File: src/rtl/axis_b_rr_arbiter.sv
// Round-robin arbiter merging N_SRC 2-bit response streams onto one
// registered output stream. Each output beat carries the index of the
// source it was taken from. The output register doubles as one pipeline
// stage and reloads in the same cycle it is popped, so throughput is one
// beat per cycle under continuous ready.
module axis_b_rr_arbiter #(
    parameter  int N_SRC    = 4,
    localparam int SRC_BITS = $clog2(N_SRC)
) (
    input  logic                      aclk,
    input  logic                      areset,
    input  logic [N_SRC-1:0]          s_axis_tvalid,
    output logic [N_SRC-1:0]          s_axis_tready,
    input  logic [N_SRC-1:0][1:0]     s_axis_tuser,
    output logic                      m_axis_tvalid,
    input  logic                      m_axis_tready,
    output logic [1:0]                m_axis_tuser,
    output logic [SRC_BITS-1:0]       m_axis_tid
);

    localparam logic [SRC_BITS:0]   NSRC_W = (SRC_BITS+1)'(N_SRC);
    localparam logic [SRC_BITS-1:0] LAST   = SRC_BITS'(N_SRC - 1);

    // Output register and round-robin pointer
    logic                m_valid_q, m_valid_d;
    logic [1:0]          m_user_q,  m_user_d;
    logic [SRC_BITS-1:0] m_tid_q,   m_tid_d;
    logic [SRC_BITS-1:0] rr_ptr_q,  rr_ptr_d;

    logic                ld;
    logic                any_v;
    logic                xfer;
    logic                found;
    logic [SRC_BITS-1:0] gnt;
    logic [SRC_BITS:0]   cand;

    // The register can accept a new beat when empty or being popped.
    assign ld    = ~m_valid_q | m_axis_tready;
    assign any_v = |s_axis_tvalid;
    // Readies are forced low while reset is held, even though ld is 1 then.
    assign xfer  = ld & any_v & ~areset;

    // Cyclic priority search starting at rr_ptr: first valid source wins.
    always_comb begin
        gnt   = '0;
        found = 1'b0;
        cand  = '0;
        for (int k = 0; k < N_SRC; k++) begin
            cand = {1'b0, rr_ptr_q} + (SRC_BITS+1)'(k);
            if (cand >= NSRC_W) begin
                cand = cand - NSRC_W;
            end
            if (!found && s_axis_tvalid[cand[SRC_BITS-1:0]]) begin
                gnt   = cand[SRC_BITS-1:0];
                found = 1'b1;
            end
        end
    end

    // One-hot ready to the granted source only when the output can load.
    always_comb begin
        s_axis_tready = '0;
        if (xfer) begin
            s_axis_tready[gnt] = 1'b1;
        end
    end

    // Next state: load the granted beat, go empty when idle, hold when stalled.
    always_comb begin
        m_valid_d = m_valid_q;
        m_user_d  = m_user_q;
        m_tid_d   = m_tid_q;
        rr_ptr_d  = rr_ptr_q;
        if (ld) begin
            if (any_v) begin
                m_valid_d = 1'b1;
                m_user_d  = s_axis_tuser[gnt];
                m_tid_d   = gnt;
                // Pointer moves past the winner so it drops to lowest priority.
                rr_ptr_d  = (gnt == LAST) ? '0 : gnt + SRC_BITS'(1);
            end else begin
                m_valid_d = 1'b0;
            end
        end
    end

    // State registers; reset discards any held beat, even mid-handshake.
    always_ff @(posedge aclk or posedge areset) begin
        if (areset) begin
            m_valid_q <= 1'b0;
            m_user_q  <= '0;
            m_tid_q   <= '0;
            rr_ptr_q  <= '0;
        end else begin
            m_valid_q <= m_valid_d;
            m_user_q  <= m_user_d;
            m_tid_q   <= m_tid_d;
            rr_ptr_q  <= rr_ptr_d;
        end
    end

    assign m_axis_tvalid = m_valid_q;
    assign m_axis_tuser  = m_user_q;
    assign m_axis_tid    = m_tid_q;

endmodule

File: config.mk
export PLATFORM = sky130hd
export DESIGN_NAME = axis_b_rr_arbiter
export DESIGN_NICKNAME = d
export VERILOG_FILES = /design/src/rtl/axis_b_rr_arbiter.sv
export SDC_FILE = /design/constraint.sdc
export NUM_CORES = 1
export LEC_CHECK = 0
export CAP_MARGIN = 20
export CORE_AREA = 2 2 39 41
export CTS_CLUSTER_DIAMETER = 30
export DETAILED_ROUTE_END_ITERATION = 10
export DIE_AREA = 0 0 41 43
export GPL_ROUTABILITY_DRIVEN = 0
export PLACE_DENSITY = 0.76
export REMOVE_ABC_BUFFERS = 1
export SYNTH_ARGS = -nofsm -noshare
export SYNTH_HDL_FRONTEND = slang
export SYNTH_SLANG_ARGS = --single-unit
File: constraint.sdc
create_clock -name aclk -period 4.1 [get_ports aclk]
set_clock_uncertainty 0.15 [all_clocks]
set_input_delay 0.41 -clock aclk [delete_from_list [all_inputs] [get_ports aclk]]
set_output_delay 0.41 -clock aclk [all_outputs]
set_load 0.05 [all_outputs]
Yosys cells after proc, flatten, opt, wreduce, memory -nomap -nowiden
Index checks and enable logic that the tools add are counted.
{ "word_totals": {"word_cells": 63, "ff_bits": 7, "output_inout_bits": 9} }
{ "classes": {"muxes": 26, "reduce_logical": 9, "addsub": 8, "bitwise_logic": 5, "n_lt_le_gt_ge": 10, "n_eq_ne": 1} }
{ "op_table": {"columns": ["cell", "n"], "rows": [
  ["two-way mux 2 bit", 10],
  ["< comparator 2 x 3 -> 1 bit, second input constant", 5],
  [">= comparator 3 bit, second input constant", 3],
  ["two-way mux 1 bit", 9],
  ["binary-select mux 1 bit (select 2 bit)", 4],
  ["subtractor 2 x 1 -> 2 bit, second input constant", 4],
  ["adder 2 x 2 -> 3 bit, second input constant", 2],
  ["binary-select mux 2 bit (select 2 bit)", 1],
  ["logical AND 1 bit", 4],
  ["two-way mux 4 bit", 1],
  ["OR reduction 4 bit", 1],
  ["adder 2 x 1 -> 3 bit, second input constant", 1],
  [">= comparator 2 x 3 -> 1 bit, second input constant", 1],
  ["zero test 1 bit", 3],
  ["adder 2 x 1 -> 2 bit, second input constant", 1],
  ["AND 1 bit", 2],
  ["demux 1 bit (select 2 bit)", 1],
  ["== test 2 bit, second input constant", 1],
  [">= comparator 2 x 1 -> 1 bit, second input constant", 1],
  ["NOT 1 bit", 2],
  ["AND reduction 2 bit", 1],
  ["bitwise OR 1 bit", 1]
]} }

Logic depth before layout (Yosys ltp)
Gate-level depths: netlist of run 1.
{ "logic_depth": {"ltp_word": 19, "mapped_depth": 6, "mapped_depth_nobuf": 6} }

Worst setup path before layout of run 1
OpenSTA, ideal clock, no wires.
{ "synth_timing": {"path_kind": "register to output", "from": "reg m_valid_q (netlist: m_axis_tvalid)", "to": "out s_axis_tready[0]", "slack_ns": 1.000, "t_arrival_ns": 2.540, "path_buffers": 1, "path_stages_with_launch": 5, "cell_sequence": "dfrtp_1 > nand2b_1 > o41ai_1 > buf_2 > nor4_1"} }
{ "synth_between": {"elab_chain_len": 5} }
{ "synth_rtl": {"columns": ["item", "line_no", "text"], "rows": [
  ["start: declaration", "25", "logic m_valid_q, m_valid_d;"],
  ["start signal: assignment", "95", "m_valid_q <= m_valid_d;"],
  ["NOT 1 bit", "38", "assign ld = ~m_valid_q | m_axis_tready;"],
  ["bitwise OR 1 bit", "38", null],
  ["AND 1 bit (2 in series)", "41", "assign xfer = ld & any_v & ~areset;"],
  ["two-way mux 4 bit", "63", "if (xfer) begin"],
  ["end: declaration", "13", "output logic [N_SRC-1:0] s_axis_tready,"]
]} }
Every way passes these cells.

Worst setup path in the final report of run 1
{ "layout_timing": {"from": "in s_axis_tvalid[1]", "to": "out s_axis_tready[3]"} }
{ "layout_between": {"elab_chain_len": 17} }
{ "layout_rtl": {"columns": ["item", "line_no", "text"], "rows": [
  ["start: declaration", "12", "input logic [N_SRC-1:0] s_axis_tvalid,"],
  ["binary-select mux 1 bit (select 2 bit)", "53", "if (!found && s_axis_tvalid[cand[SRC_BITS-1:0]]) begin"],
  ["two-way mux 1 bit (not written as such)", "53", null],
  ["two-way mux 1 bit", "53", null],
  ["zero test 1 bit", "53", null],
  ["logical AND 1 bit", "53", null],
  ["two-way mux 1 bit", "53", null],
  ["zero test 1 bit", "53", null],
  ["logical AND 1 bit", "53", null],
  ["two-way mux 1 bit", "53", null],
  ["zero test 1 bit", "53", null],
  ["logical AND 1 bit", "53", null],
  ["two-way mux 2 bit", "53", null],
  ["< comparator 2 x 3 -> 1 bit (not written as such) / >= comparator 2 x 1 -> 1 bit (equally long branches)", "64", "s_axis_tready[gnt] = 1'b1;"],
  ["logical AND 1 bit (not written as such)", "64", null],
  ["two-way mux 1 bit (not written as such)", "64", null],
  ["demux 1 bit (select 2 bit)", "64", null],
  ["two-way mux 4 bit (*)", "63", null]
]} }
Every way passes the cells marked *; elsewhere a longest branch is shown, timed or not. The select of a mux whose other input is x is not followed.

==> impl_metrics.yaml, run 1 <==
sta:
  grt_setup_unrepaired: "no"
  fmax_mhz: 280
  tightestPinTransition_ns: 0.509
  finalSetupTns_ns: 0
  holdWs_ns: 0.336
  min_period_ns: 3.57
  setup_viol: 0
  period_share: 0.870
  final_hold_viol_count: 0
  relSlewSlack: 0.660
  drv_slew: 0
yosys:
  syn_area_um2: 465
  async_reset_ff_frac: 1.00
  synth-seq-cells: 7
  synth_edf_count: 0
  synth.top_cell.area_share: 0.376
  synth.largest_area_cell: "dfrtp_1"
  yosys_most_used_dff: "dfrtp_1"
  ys.warnings.count: 0
  syn_inst: 48
  ys_seq_area_frac: 0.376
  syn_avg_cell_area_um2: 9.70
  synthTopCellsByArea: "dfrtp_1, mux2i_1, ha_1"
  ys_types: 24
detailed_routing:
  via_count: 466
  drtIter0Drc: 2
  vias_per_cell: 5.12
  drc: 0
  met3_length_um: 66
  dr.pass1.iters: 4
  ant_nets: 0
  wl_met1_um: 479
  routed_wl_um: 1110
  dr_wl_met2_um: 562
  wl_per_cell_um: 12.2
  top_layer: "met3"
cts:
  clock_latency_ns: 0.25
  cts_setup_buffers: 0
  cts_buffers: 3
  clkTransAtPathRegs_ns: 0.05
  cts_buffer_depth: 2
  clock_sinks: 7
  cts_resized: 0
  clockRootBuffer: "clkbuf_4"
  cts_tree: "yes"
  cts_hold_buf: 0
  h-tree-depth: 1
worst_hold_path:
  min_path_type: "reg2reg"
  holdPathEnd: "m_axis_tid[1]"
  hold_depth: 2
  hold_path.startpoint: "m_axis_tid[1]"
place:
  dp_hpwl_um: 874
  io_buffers: 23
cells_and_area:
  utilization: 0.543
  area_growth_pct: 61.6
  drive_gt1_frac: 0.120
  multi_input_area_um2: 278
  n_fill_cell: 122
  fin_nets: 93
  register_area_um2: 175
  n_antenna_cell: 0
global_route:
  grt_max_degree: 14
  antenna_found_initial: 0
  grt_pass1_wl_um: 1690
  grt_pass1_vias: 404
  grt.overflow.total: 0
  track_usage: 0.141
floorplan:
  io_pins: 24
  dieArea_um2: 1760
  placementRows: 14
  core_um2: 1380
  start_util: 0.336
  die_x_um: 41
  die_y_um: 43
power:
  ir_drop_v: 0.000310
  p_leak_uw: 0.000317
  cellPowerDensity_nw_per_um2: 574
outcome:
  status: "finished, final reports clean"
setup_path:
  crit_fanout: 10
  cp.arrival_ns: 3.01
  cp.required_ns: 3.54
  reg2reg_depth: 4
  reg2reg_from: "rr_ptr_q[1]"
  path_class: "in2out"
  cp-startpoint: "s_axis_tvalid[1]"
  r2r_end: "rr_ptr_q[1]"
  critPathLaunchType: "input pin"
  r2r_slack_ns: 2.12
  endpoint_kind: "output pin"
run:
  max_cap_violations: 0
## metal layers
metal	vias to the layer above	global-route usage
li1	234	-
met5	-	0
met4	0	0.0400
met2	12	0.213
met1	220	0.193
met3	0	0.0366
## per-stage QoR
step           total power (µW)  cells  setup slack, ns  instance area, µm²
4_1_cts                     436     91            0.523                 752
3_5_place_dp                370     87            0.529                 726
5_1_grt                     457     91            0.397                 752
6_report                    431     91            0.532                 752
2_1_floorplan               287     47            0.992                 460
3_3_place_gp                366     87            0.568                 726
## power breakdown
part / internal [µW] / leakage [µW] / switching [µW]
Sequential: 95.8 / 0.0000820 / 19.2
Clock: 37.2 / 0.0000150 / 26.3
Combinational: 101 / 0.000220 / 152
## how the worst max path moves through the flow
stage / slack [ns] / to
after floorplan: 0.99 / s_axis_tready[0]
after global placement: 0.57 / s_axis_tready[3]
after detailed placement: 0.53 / s_axis_tready[3]
after CTS: 0.52 / s_axis_tready[3]
after global routing: 0.40 / s_axis_tready[3]
final: 0.53 / s_axis_tready[3]
## cell families (layout without fill, tap and decap cells)
logic type	after synthesis	count (layout)	share of synthesized area
and+or+nand+nor	18	18	0.220
AOI/OAI and AO/OA	10	10	0.172
DFF	7	7	0.376
muxes	6	6	0.134
buffers and inverters	5	32	0.0430
adders and majority gates	2	2	0.0538
## layout make-up
class | count | area share
tap | 16 | 0.0266
clock buffer | 4 | 0.0349
timing repair buffer | 24 | 0.316
inverter | 4 | 0.0200
multi-input combinational | 36 | 0.369
sequential | 7 | 0.233
## synth_stat cells, types with 2 or more instances
library cell  number
nor2_1             2
nor2b_1            2
o221ai_1           2
nor3b_1            2
dfrtp_1            7
mux2i_1            4
ha_1               2
o22ai_1            2
nand2b_1           2
inv_1              4
nand2_1            5
nor4_1             2
## registers in the layout, indices dropped and copies added (netlist names)
| signal | count |
|---|---|
| rr_ptr_q | 2 |
| m_axis_tuser | 2 |
| m_axis_tid | 2 |
| m_axis_tvalid | 1 |
## cells in the final DEF, fill, tap and decap left out
master	instances
nand2b_1	2
o21ai_0	1
a21oi_1	1
or2_2	1
nor2_1	2
o22ai_1	2
mux2_1	1
inv_1	4
nor3b_1	2
nor2b_1	2
clkbuf_1	1
a21o_1	1
nand2_1	5
buf_4	1
o221ai_1	2
o21ai_4	1
mux2_2	1
nor4_1	2
dfrtp_1	7
o41ai_2	1
nand4_1	1
o31ai_1	1
ha_1	2
mux2i_1	4
clkdlybuf4s50_1	23
or4_4	1
clkbuf_4	3
## worst max-delay path, stage by stage
cell and delay [ns]:
clkdlybuf4s50_1 0.57, nor2_1 0.09, or4_4 0.53, o21ai_4 0.16
ha_1 0.23, nor3b_1 0.19, clkdlybuf4s50_1 0.83
Power figures use the tool's default switching activity.
==> run 2, diff against run 1 <==
- GPL_ROUTABILITY_DRIVEN: 0 -> not set
==> results of run 2 <==
Final layout, timing and power as in run 1 (identical DEF).
==> run 3, diff against run 2 <==
- CORE_AREA: 2 2 39 41 -> 5 5 42 44
- DIE_AREA: 0 0 41 43 -> 0 0 47 49
- PLACE_DENSITY: 0.76 -> 0.72
- SLEW_MARGIN: not set -> 10
==> run 3 against run 2 <==
Net effect: register-to-register slack lost 0.02 ns; global-route usage fell by 2.4 points; first-iteration DRC count rose by 100%; clock-buffer cell count unchanged; sequential power barely moved; worst setup slack lost 0.013 ns; routed wire length is 10% higher; total power increased by 0.59%; non-clock buffer count is the same; critical path depth unchanged; final cell count stayed put; combinational power about the same.
==> impl_metrics.yaml, run 3 (synthesis results as in run 1) <==
floorplan:
  core_um2: 1400
  placementRows: 14
  io_pins: 24
  start_util: 0.332
  dieArea_um2: 2300
  die_x_um: 47
  die_y_um: 49
power:
  fin_total_pwr_uw: 434
  power.internal_uw: 235
  cellPowerDensity_nw_per_um2: 577
  power_frac_seq: 0.268
  p_sw_frac: 0.459
  switching_power_uw: 199
  comb_power_share: 0.587
  p_leak_uw: 0.000317
  clkPwrFrac: 0.145
  ir_drop_v: 0.000363
detailed_routing:
  wl_per_cell_um: 13.5
  drtIter0Drc: 4
  vias_per_cell: 5.12
  routed_wl_um: 1230
  ant_nets: 0
  drc: 0
  dr.pass1.iters: 4
  via_count: 466
outcome:
  status: "finished, final reports clean"
cts:
  clock_sinks: 7
  clkTransAtPathRegs_ns: 0.05
  cts_resized: 0
  clockRootBuffer: "clkbuf_4"
  cts_buffer_depth: 2
  cts_hold_buf: 0
  cts_tree: "yes"
  cts_setup_buffers: 0
  cts_buffers: 3
  h-tree-depth: 1
  clock_latency_ns: 0.25
worst_hold_path:
  hold_depth: 2
  min_path_type: "reg2reg"
global_route:
  antenna_found_initial: 0
  grt.overflow.total: 0
  grt_max_degree: 14
  grt_pass1_vias: 472
  track_usage: 0.117
  grt_pass1_wl_um: 2050
cells_and_area:
  layoutNonFillerInstCount: 91
  area_growth_pct: 61.6
  register_area_um2: 175
  final_cell_mix: "clkdlybuf4s50_1, dfrtp_1, nand2_1, inv_1, mux2i_1"
  multi_input_area_um2: 278
  fin_nets: 93
  n_antenna_cell: 0
  n_fill_cell: 147
  final_common_cell: "clkdlybuf4s50_1"
  drive_gt1_frac: 0.120
place:
  globalplace.congestion: 0.755
  dp_hpwl_um: 929
  dp_cells: 87
  pre_cts_ws_ns: 0.531
  io_buffers: 23
sta:
  tightestPinTransition_ns: 0.516
  setup_ws_ns: 0.518
  period_share: 0.874
  setup_viol: 0
  finalSetupTns_ns: 0
  final_hold_viol_count: 0
  fmax_mhz: 279
  drv_slew: 0
  grt_setup_unrepaired: "no"
  relSlewSlack: 0.655
  min_period_ns: 3.58
setup_path:
  slowest_stage: "clkdlybuf4s50_1"
  path_class: "in2out"
  crit_chain: "clkdlybuf4s50_1 -> nor2_1 -> or4_4 -> o21ai_4 -> ha_1 -> nor3b_1 -> clkdlybuf4s50_1"
  endpoint_kind: "output pin"
  critPathLaunchType: "input pin"
  cpPeakStageDelay_ns: 0.83
  cp.arrival_ns: 3.02
  crit_fanout: 10
  cp.required_ns: 3.54
  cp_common_cell: "clkdlybuf4s50_1"
  reg2reg_depth: 4
run:
  max_cap_violations: 0
==> run 3: worst max-delay path, delay by kind of cell <==
kind	cells	cell delay (ns)
fa+ha+maj	1	0.23
compound gates	1	0.16
buf+inv	2	1.41
simple gates	3	0.81
==> run 3: final timing paths <==
kind,startpoint,end,slack (ns)
min,m_axis_tid[1],m_axis_tid[1],0.33
max in group asynchronous,areset,m_axis_tvalid,3.20
max,s_axis_tvalid[1],s_axis_tready[3],0.52
min in group asynchronous,areset,m_axis_tuser[0],0.38
min reg2reg,m_axis_tid[1],m_axis_tid[1],0.33
max reg2reg,rr_ptr_q[1],rr_ptr_q[1],2.10
==> run 3: layout make-up <==
cell class,instances,share of cell area
Clock buffer,4,0.0349
Inverter,4,0.0200
Multi-Input combinational cell,36,0.369
Sequential cell,7,0.233
Tap cell,16,0.0266
Timing Repair Buffer,24,0.316
==> run 3: power by group through the flow <==
| stage | Combinational (µW) | Sequential, µW | Clock (µW) |
|---|---|---|---|
| floorplan | 114 | 172 | 0 |
| CTS | 256 | 116 | 64.2 |
| global placement | 251 | 116 | 0 |
| finish | 255 | 116 | 62.9 |
| global route | 272 | 122 | 69.4 |
| detailed placement | 254 | 117 | 0 |
==> run 3: metrics by stage <==
step,hold WS (ns),cell area [µm²],util
global route,0.364,752,0.537
CTS,0.334,752,0.537
finish,0.333,752,0.537
floorplan,0.0634,460,-
global placement,0.320,726,0.518
detailed placement,0.317,726,0.518
==> run 3: routing by layer <==
layer,GRT usage,wire length (µm),up-vias,share of wire
met1,0.183,592,222,0.48
met3,0.0332,59,0,0.048
met4,0.0369,0,0,0
li1,-,-,229,-
met5,0,0,-,0
met2,0.152,572,15,0.47
